## src/rtl/mem_initiator.sv

```systemverilog
// rtl/mem_initiator.sv - request/response initiator for a single-port registered-read memory with bulk init
module mem_initiator #(
    parameter int                ADDR_W     = 3,
    parameter int                DATA_W     = 8,
    parameter int                DEPTH      = 8,
    parameter logic [DATA_W-1:0] INIT_VALUE = 8'hCA
) (
    input  logic              clk,
    input  logic              reset,
    input  logic              req_valid,
    output logic              req_ready,
    input  logic              req_write,
    input  logic [ADDR_W-1:0] req_addr,
    input  logic [DATA_W-1:0] req_wdata,
    output logic              rsp_valid,
    input  logic              rsp_ready,
    output logic              rsp_write,
    output logic [ADDR_W-1:0] rsp_addr,
    output logic [DATA_W-1:0] rsp_rdata,
    input  logic              init_start,
    output logic              init_busy,
    output logic              init_done,
    output logic [ADDR_W-1:0] addr,
    output logic [DATA_W-1:0] wdata,
    output logic              wr_en,
    output logic              rd_en,
    input  logic [DATA_W-1:0] rdata
);

    typedef enum logic [2:0] {
        S_IDLE,
        S_ACCESS,
        S_CAPTURE,
        S_RESP,
        S_INIT
    } state_t;

    // One extra bit so the walking counter can hold DEPTH itself as the "all written" marker.
    localparam logic [ADDR_W:0] CNT_LAST = (ADDR_W + 1)'(DEPTH);

    state_t            state, state_n;
    logic [ADDR_W:0]   cnt, cnt_n;
    logic [ADDR_W-1:0] addr_n, rsp_addr_n;
    logic [DATA_W-1:0] wdata_n, rsp_rdata_n;
    logic              wr_en_n, rd_en_n;
    logic              rsp_valid_n, rsp_write_n;
    logic              init_busy_n, init_done_n;

    // Accept only from a quiet IDLE; a same-cycle init_start wins over the request.
    assign req_ready = (state == S_IDLE) && reset && !init_start;

    // Next-state and next-output logic; strobes and init_done default low so they pulse.
    always_comb begin
        state_n     = state;
        cnt_n       = cnt;
        addr_n      = addr;
        wdata_n     = wdata;
        wr_en_n     = 1'b0;
        rd_en_n     = 1'b0;
        rsp_valid_n = rsp_valid;
        rsp_write_n = rsp_write;
        rsp_addr_n  = rsp_addr;
        rsp_rdata_n = rsp_rdata;
        init_busy_n = init_busy;
        init_done_n = 1'b0;

        case (state)
            S_IDLE: begin
                if (init_start) begin
                    init_busy_n = 1'b1;
                    cnt_n       = '0;
                    state_n     = S_INIT;
                end else if (req_valid) begin
                    addr_n      = req_addr;
                    wdata_n     = req_wdata;
                    wr_en_n     = req_write;
                    rd_en_n     = !req_write;
                    rsp_write_n = req_write;
                    rsp_addr_n  = req_addr;
                    state_n     = S_ACCESS;
                end
            end
            S_ACCESS: begin
                // The memory samples the strobe on this edge; writes need no data return.
                if (rsp_write) begin
                    rsp_valid_n = 1'b1;
                    rsp_rdata_n = '0;
                    state_n     = S_RESP;
                end else begin
                    state_n     = S_CAPTURE;
                end
            end
            S_CAPTURE: begin
                rsp_rdata_n = rdata;
                rsp_valid_n = 1'b1;
                state_n     = S_RESP;
            end
            S_RESP: begin
                if (rsp_ready) begin
                    rsp_valid_n = 1'b0;
                    state_n     = S_IDLE;
                end
            end
            S_INIT: begin
                if (cnt == CNT_LAST) begin
                    init_busy_n = 1'b0;
                    init_done_n = 1'b1;
                    state_n     = S_IDLE;
                end else begin
                    addr_n  = cnt[ADDR_W-1:0];
                    wdata_n = INIT_VALUE;
                    wr_en_n = 1'b1;
                    cnt_n   = cnt + 1'b1;
                end
            end
            default: begin
                state_n = S_IDLE;
            end
        endcase
    end

    // State and registered outputs; reset abandons any transaction or init without a response.
    always_ff @(posedge clk) begin
        if (!reset) begin
            state     <= S_IDLE;
            cnt       <= '0;
            addr      <= '0;
            wdata     <= '0;
            wr_en     <= 1'b0;
            rd_en     <= 1'b0;
            rsp_valid <= 1'b0;
            rsp_write <= 1'b0;
            rsp_addr  <= '0;
            rsp_rdata <= '0;
            init_busy <= 1'b0;
            init_done <= 1'b0;
        end else begin
            state     <= state_n;
            cnt       <= cnt_n;
            addr      <= addr_n;
            wdata     <= wdata_n;
            wr_en     <= wr_en_n;
            rd_en     <= rd_en_n;
            rsp_valid <= rsp_valid_n;
            rsp_write <= rsp_write_n;
            rsp_addr  <= rsp_addr_n;
            rsp_rdata <= rsp_rdata_n;
            init_busy <= init_busy_n;
            init_done <= init_done_n;
        end
    end

endmodule

```

## config.mk

```make
export PLATFORM = sky130hd
export DESIGN_NAME = mem_initiator
export DESIGN_NICKNAME = d
export VERILOG_FILES = /design/src/rtl/mem_initiator.sv
export SDC_FILE = /design/constraint.sdc
export NUM_CORES = 1
export LEC_CHECK = 0
export ABC_AREA = 1
export CAP_MARGIN = 20
export CORE_AREA = 2 2 44 87
export CTS_CLUSTER_DIAMETER = 120
export CTS_CLUSTER_SIZE = 14
export DETAILED_ROUTE_END_ITERATION = 10
export DIE_AREA = 0 0 46 89
export PLACE_DENSITY = 0.92
export SYNTH_ARGS = -nofsm -noshare
export SYNTH_HDL_FRONTEND = slang
export SYNTH_SLANG_ARGS = --single-unit
```

## constraint.sdc

```tcl
create_clock -name clk -period 2.68 [get_ports clk]
set_input_delay 0.804 -clock clk [delete_from_list [all_inputs] [get_ports clk]]
set_output_delay 0.804 -clock clk [all_outputs]
set_load 0.05 [all_outputs]
```

# ---- Yosys cells after proc, flatten, opt, wreduce, memory -nomap -nowiden
# Cells that the tools add are included.
dict set report word_totals {
  ff_bits 35
  input_bits 25
  output_inout_bits 29
}
dict set report op_classes {
  n_addsub 1
  eq_ne 13
  muxes 30
  n_bitwise 4
  n_reduce_logical 17
}
# cell n
set ops {}
lappend ops {{8-bit two-way mux} 4}
lappend ops {{8-bit case mux with 2 select lines} 2}
lappend ops {{3-bit two-way mux} 7}
lappend ops {{3-bit case mux with 5 select lines} 1}
lappend ops {{3-bit AND reduction} 5}
lappend ops {{2-bit != test (second input constant)} 7}
lappend ops {{1-bit two-way mux} 9}
lappend ops {{4-bit two-way mux} 2}
lappend ops {{4-bit case mux with 2 select lines} 1}
lappend ops {{3-bit by 2-bit equality test with 1-bit output (second input constant)} 2}
lappend ops {{3-bit case mux with 2 select lines} 1}
lappend ops {{4-bit by 1-bit adder with 4-bit output (second input constant)} 1}
lappend ops {{4-bit equality test (second input constant)} 1}
lappend ops {{1-bit inverter} 4}
lappend ops {{1-bit case mux with 2 select lines} 2}
lappend ops {{2-bit AND reduction} 2}
lappend ops {{4-bit AND reduction} 1}
lappend ops {{2-bit nonzero test} 2}
lappend ops {{4-bit OR reduction} 1}
lappend ops {{3-bit by 1-bit equality test with 1-bit output (second input constant)} 1}
lappend ops {{3-bit equality test (second input constant)} 1}
lappend ops {{3-bit zero test} 1}
lappend ops {{3-bit != test (second input constant)} 1}
lappend ops {{1-bit case mux with 3 select lines} 1}
lappend ops {{other kinds (3)} 5}

# ---- Depth between registers and ports, before layout
# Gate-level depths: netlist of the first run.
dict set report depth {
  ltp_word 3
  depth_mapped 9
}

# ---- Least setup slack after synthesis of the first run
# OpenSTA, ideal clock, no wires.
dict set report synth_path {
  path_kind {input to output}
  startpoint {input reset}
  endpoint {output req_ready}
  arrival_ps 2037
  required_time_ps 1876
  slack_ps -161
  path_stages 4
  path_buffers 2
  path_cell_list {buf_2 -> clkinv_1 -> clkbuf_1 -> nor2_1}
}
dict set report synth_via {
  elab_chain_cells 2
}
# item line
set synth_lines {}
lappend synth_lines {{from (decl)} 9} ;# input logic reset,
lappend synth_lines {{1-bit logical AND (2 in a row)} 50} ;# assign req_ready = (state == S_IDLE) && reset && !init_start;
lappend synth_lines {{to (decl)} 11} ;# output logic req_ready,
# Every way passes these cells.

# ---- Worst setup path in the final report of the first run
dict set report layout_path {
  startpoint {input init_start}
  endpoint {output req_ready}
}
dict set report layout_via {
  elab_chain_cells 2
}
# item line
set layout_lines {}
lappend layout_lines {{from (decl)} 20} ;# input logic init_start,
lappend layout_lines {{1-bit zero test} 50}
lappend layout_lines {{1-bit logical AND} 50}
# Every way passes these cells.

==> results.py, run 1 <==
metrics = {
    "min_path": {
        "hold_depth": 2,
        "min_path_type": "flip-flop to flip-flop",
        "hp-start": "rsp_rdata[0]",
        "hold_end": "rsp_rdata[0]",
    },
    "synth": {
        "synth.cells.most_frequent": "56 x nand2_1, 47 x nor2_1, 35 x dfxtp_1",
        "yosys_warnings": 0,
        "yosysTopAreaCell": "dfxtp_1",
        "synth-edff-count": 0,
        "synth_nets": 252,
        "ys_ff_latch": 35,
        "syn_avg_cell_area_um2": 7.06,
        "synth_area_leaders": "dfxtp_1 44%, nand2_1 13%, nor2_1 11%, nand3_1 5.4%, a21oi_1 4.4%",
        "ys_seq_area_share_pct": 44.1,
        "synth_top_area_share_pct": 44.1,
        "yosysMostFrequentCell": "nand2_1",
        "async_flop_share_pct": 0,
        "synth_cells": 225,
        "synthFlopType": "dfxtp_1",
        "yosysUniqueCellTypes": 26,
        "syn_area_um2": 1590,
    },
    "setup_path": {
        "path_max_fanout": 3,
        "end_kind": "output port",
        "critical_path_class": "input pin to output port",
        "worst-r2r-setup-slack_ps": 1120,
        "cp.arrival_ps": 1790,
        "cpPeakStageDelay_ps": 430,
        "crit_required_ps": 1880,
        "crit_chain": "clkdlybuf4s50_1 > nor2_2 > inv_1 > nor2_2 > buf_12",
        "cp_common_cell": "nor2_2",
        "r2r-end": "wdata[6]",
        "cpMaxStageDelayCell": "clkdlybuf4s50_1",
        "crit-reg2reg-launch": "cnt[0]",
        "cp-startpoint": "init_start",
        "worstSetupStartpointType": "input pin",
        "ff2ff_path_depth": 8,
    },
    "timing": {
        "achievable-frequency_mhz": 386,
        "tns_ps": 0,
        "slew_viol_final": 0,
        "worst-slew-pin-transition_ps": 517,
        "slew_headroom_pct": 65.4,
        "period_share_pct": 96.6,
        "rsz0062_at_grt": "false",
        "min_period_ps": 2590,
        "finalSetupViolCount": 0,
        "holdWs_ps": 462,
        "skew_ps": 8.25,
        "finalHoldViolCount": 0,
        "setup_slack_ps": 89.9,
    },
    "die": {
        "die_area_um2": 4090,
        "io_pins": 54,
        "start_util_pct": 47.0,
        "die_h_um": 89,
        "num_rows": 30,
        "coreArea_um2": 3380,
        "die_w_um": 46,
    },
    "cts": {
        "cts.sinks": 35,
        "cts.path.max_buffers": 2,
        "clock_latency_ps": 290,
        "post_cts_buffers": 0,
        "cts_tree": "yes",
        "numCtsBuffers": 5,
        "hold_buffers": 0,
        "path_clk_slew_ps": 70,
        "root_buffer": "clkbuf_8",
        "cts_resized": 0,
        "ctsHtreeMaxLevel": 2,
    },
    "cells_and_area": {
        "num-nets-final": 311,
        "stdcell_count": 317,
        "drive_above_1_share_pct": 10.5,
        "syn2layout_area_growth_pct": 43.9,
        "antenna_cells": 0,
    },
    "grt": {
        "antenna_found_initial": 0,
        "grt_usage_pct": 20.9,
        "grt_max_degree": 19,
        "grt_pass1_vias": 1566,
        "overflow": 0,
        "grt_pass1_wl_um": 6290,
    },
    "route": {
        "avgRoutedWirePerCell_um": 12.1,
        "wl_um": 3850,
        "drt_iter0_markers": 28,
        "drc_errors": 0,
        "vias_per_cell": 5.13,
        "antenna_left": 0,
        "via_count": 1627,
        "drtPass1Iterations": 4,
    },
    "power_and_ir_drop": {
        "power.density_nw_per_um2": 1240,
        "leakage_nw": 0.993,
        "ir_drop_v": 0.000610,
    },
    "place": {
        "dp.cells": 309,
        "gp_congestion": 0.803,
        "preCtsSetupSlack_ps": 105,
        "dpl.hpwl_um": 2930,
        "portBuffers": 53,
    },
    "outcome": {
        "status": "completed",
    },
    "run": {
        "maxCapViolCount": 0,
    },
}
-- state kept, by name (all words and copies together), names as in the netlist, 3 cells and up --
register   count
addr           3
cnt            4
rsp_addr       3
rsp_rdata      8
state          3
wdata          8
-- where the power goes --
part           total [mW]  internal [mW]  switching [mW]
Sequential          0.789          0.678           0.112
Combinational        1.59          0.523            1.06
Clock               0.469          0.277           0.192
Total                2.85           1.48            1.37
-- worst max-delay path: cells and delay by family --
family / cells / cell delay, ps
simple gates: 2 / 320
buf+inv: 3 / 660
-- per-stage QoR --
step	power, mW	area (um^2)	utilization [%]
final	2.85	2290	67.7
after floorplan	1.95	1590	-
after global routing	3.06	2290	67.7
after global placement	2.35	2170	64.3
after detailed placement	2.39	2170	64.3
after CTS	2.87	2290	67.7
-- cells by family (layout without fill, tap and decap cells) --
kind of cell               count (synthesis)  after routing  share of synthesized area [%]
AOI/OAI and AO/OA                         29             29                           10.2
adders and majority gates                  2              2                           1.57
DFF                                       35             35                           44.1
and+or+nand+nor                          134            134                           37.7
buffers and inverters                     25             85                           6.46
-- layer usage --
layer / wire length, um / track usage [%] / part of all wire (%) / vias up
met4: 214 / 16.1 / 5.6 / 0
met1: 1390 / 20.2 / 36 / 725
met2: 2070 / 36.1 / 54 / 54
met3: 164 / 4.24 / 4.3 / 18
met5: 0 / 0 / 0 / -
li1: - / - / - / 830
-- final cells by class --
class	count	area (um^2)
Clock inverter	3	43.8
Tap cell	32	40.0
Multi-Input combinational cell	165	788
Timing Repair Buffer	56	563
Sequential cell	35	701
Fill cell	257	1090
Inverter	21	81.3
Clock buffer	5	68.8
-- how the worst max path moves through the flow --
| stage | slack [ps] | cells past startpoint | to |
|---|---|---|---|
| after CTS | 90 | 5 | req_ready |
| after global routing | 20 | 5 | req_ready |
| after floorplan | 50 | 4 | req_ready |
| after global placement | 110 | 5 | req_ready |
| after detailed placement | 110 | 5 | req_ready |
| final | 90 | 5 | req_ready |
-- layout by cell type, fill, tap and decap left out, types with 3 or more instances in the layout --
cell / netlist / layout
inv_1: 16 / 16
dfxtp_1: 35 / 35
nand3_1: 17 / 17
clkbuf_8: 0 / 5
a21oi_1: 14 / 14
clkdlybuf4s50_1: 0 / 52
buf_4: 1 / 3
nor2_1: 47 / 46
o21ai_1: 4 / 4
nand2_1: 56 / 56
o21ai_0: 7 / 7
nand2_2: 3 / 3
(Power assumes the default switching activity.)
==> run 2: changes to the inputs <==
--- a/config.mk
+++ b/config.mk
@@ -5,13 +5,14 @@
 export SDC_FILE = /design/constraint.sdc
 export NUM_CORES = 1
 export LEC_CHECK = 0
-export ABC_AREA = 1
+export ABC_AREA = 0
 export CAP_MARGIN = 20
-export CORE_AREA = 2 2 44 87
+export CORE_AREA = 2 2 43 84
+export CTS_BUF_LIST = sky130_fd_sc_hd__clkbuf_16
 export CTS_CLUSTER_DIAMETER = 120
 export CTS_CLUSTER_SIZE = 14
 export DETAILED_ROUTE_END_ITERATION = 10
-export DIE_AREA = 0 0 46 89
+export DIE_AREA = 0 0 45 86
 export PLACE_DENSITY = 0.92
 export SYNTH_ARGS = -nofsm -noshare
 export SYNTH_HDL_FRONTEND = slang
==> run 2 against run 1 <==
Die area fell by 5.5%. Critical path depth is 1 lower. Sequential share of layout area up 1.7 points. Sequential cell count stayed put. Clock power increased by 14%. Synthesized cell count decreased by 35%.
==> results.py, run 2 <==
metrics = {
    "outcome": {
        "status": "completed",
    },
    "setup_path": {
        "crit_required_ps": 1880,
        "critical_path_class": "input pin to output port",
        "end_kind": "output port",
        "crit_chain": "clkdlybuf4s50_1 > nand2b_1 > nor3_2 > buf_12",
        "cpMaxStageDelayCell": "clkdlybuf4s50_1",
        "cp.arrival_ps": 1780,
        "path_max_fanout": 2,
        "cpPeakStageDelay_ps": 480,
        "worstSetupStartpointType": "input pin",
    },
    "cts": {
        "clock_latency_ps": 280,
        "ctsHtreeMaxLevel": 2,
        "cts_resized": 0,
        "cts_tree": "yes",
        "cts.sinks": 35,
        "path_clk_slew_ps": 50,
        "post_cts_buffers": 0,
        "root_buffer": "clkbuf_16",
        "cts.path.max_buffers": 2,
        "hold_buffers": 0,
        "numCtsBuffers": 5,
    },
    "die": {
        "num_rows": 29,
        "die_area_um2": 3870,
        "coreArea_um2": 3190,
        "io_pins": 54,
        "die_h_um": 86,
        "start_util_pct": 45.7,
        "die_w_um": 45,
    },
    "cells_and_area": {
        "mostFrequentLayoutCells": "52 x clkdlybuf4s50_1, 35 x dfxtp_1, 13 x nand2_1",
        "antenna_cells": 0,
        "stdcell_count": 234,
        "fillers": 244,
        "mostFrequentLayoutCell": "clkdlybuf4s50_1",
        "largestRegisters": "rsp_rdata: 8 flops, wdata: 8 flops, cnt: 4 flops",
        "num-nets-final": 229,
        "drive_above_1_share_pct": 12.3,
        "syn2layout_area_growth_pct": 48.3,
    },
    "timing": {
        "tns_ps": 0,
        "worst-slew-pin-transition_ps": 587,
        "min_period_ps": 2590,
        "period_share_pct": 96.5,
        "slew_viol_final": 0,
        "achievable-frequency_mhz": 387,
        "holdWs_ps": 465,
        "setup_slack_ps": 95.0,
        "skew_ps": 6.00,
        "finalSetupViolCount": 0,
        "slew_headroom_pct": 60.7,
        "rsz0062_at_grt": "false",
        "finalHoldViolCount": 0,
    },
    "power_and_ir_drop": {
        "leakage_nw": 0.786,
        "ir_drop_v": 0.000629,
        "power.density_nw_per_um2": 712,
        "power_mw": 1.54,
    },
    "place": {
        "preCtsSetupSlack_ps": 91.9,
        "dp.cells": 226,
        "gp_congestion": 0.782,
        "portBuffers": 53,
        "dpl.hpwl_um": 2820,
    },
    "synth": {
        "synthFlopType": "dfxtp_1",
        "yosysTopAreaCell": "dfxtp_1",
        "ys_ff_latch": 35,
        "syn_avg_cell_area_um2": 10.0,
        "synth.cells.most_frequent": "35 x dfxtp_1, 13 x nand2_1, 9 x a21oi_1",
        "syn_area_um2": 1460,
        "synth_top_area_share_pct": 48.0,
        "ys_seq_area_share_pct": 48.0,
        "yosys_warnings": 0,
        "synth_cells": 146,
        "synth_nets": 173,
        "synth_area_leaders": "dfxtp_1 48%, a32o_1 5.5%, nand2_1 3.3%, a21oi_1 3.1%, o221a_2 3.1%",
        "synth-edff-count": 0,
        "async_flop_share_pct": 0,
        "yosysUniqueCellTypes": 35,
        "yosysMostFrequentCell": "dfxtp_1",
    },
    "route": {
        "antenna_left": 0,
        "drt_iter0_markers": 33,
        "avgRoutedWirePerCell_um": 16.9,
        "drtPass1Iterations": 4,
        "drc_errors": 0,
        "via_count": 1419,
        "wl_um": 3960,
        "vias_per_cell": 6.06,
    },
    "grt": {
        "top_usage_layer": "met2",
        "grt_max_degree": 23,
        "use_met1_pct": 23.0,
        "grt_pass1_wl_um": 6340,
        "grtUsageMet3_pct": 5.89,
        "global_route.usage.met2_pct": 36.5,
        "grt_pass1_vias": 1392,
        "overflow": 0,
        "grt_usage_pct": 22.4,
        "antenna_found_initial": 0,
    },
    "min_path": {
        "min_path_type": "flip-flop to flip-flop",
    },
    "run": {
        "maxCapViolCount": 0,
    },
}
## run 2: metal layers
layer	routed length, um	share of wire (%)
met4	187	4.7
met3	202	5.1
met5	0	0
met2	2150	54
met1	1420	36
## run 2: worst paths after layout
path / from / to / slack, ps / cells past startpoint
hold reg to reg: wdata[2] / wdata[2] / 470 / 2
setup reg to reg: cnt[0] / addr[2] / 980 / 5
hold / removal: wdata[2] / wdata[2] / 470 / 2
setup / recovery: reset / req_ready / 90 / 4
## run 2: worst max-delay path, delay by kind of cell
kind                   cells  cell delay (ps)
buffers and inverters      2              660
AND/OR/NAND/NOR            2              320
## run 2: final cells by class
type                       instances  area, um^2  share of cell area [%]
multi-input combinational         96         686                    31.7
timing repair buffer              59         586                    27.0
inverter                           5        18.8                   0.867
sequential                        35         701                    32.4
tap                               31        38.8                    1.79
clock buffer                       5         125                    5.78
clock inverter                     3        11.3                   0.520
## run 2: per-stage QoR
stage	util [%]	area [um^2]
2_1_floorplan	-	1470
3_3_place_gp	63.6	2030
3_5_place_dp	63.6	2030
4_1_cts	67.8	2170
5_1_grt	67.8	2170
6_report	67.8	2170
## run 2: logic make-up (layout without fill, tap and decap cells)
family | after synthesis | count (layout) | share of synthesized area (%)
AOI/OAI and AO/OA | 48 | 48 | 24.9
adders and majority gates | 2 | 2 | 1.71
muxes | 3 | 3 | 2.06
buffers and inverters | 15 | 72 | 5.40
and+or+nand+nor | 43 | 43 | 17.9
DFF | 35 | 35 | 48.0
## run 2: power breakdown
part | switching, mW | total [mW] | internal, mW
clock | 0.203 | 0.536 | 0.334
sequential | 0.0334 | 0.597 | 0.564
combinational | 0.246 | 0.409 | 0.163
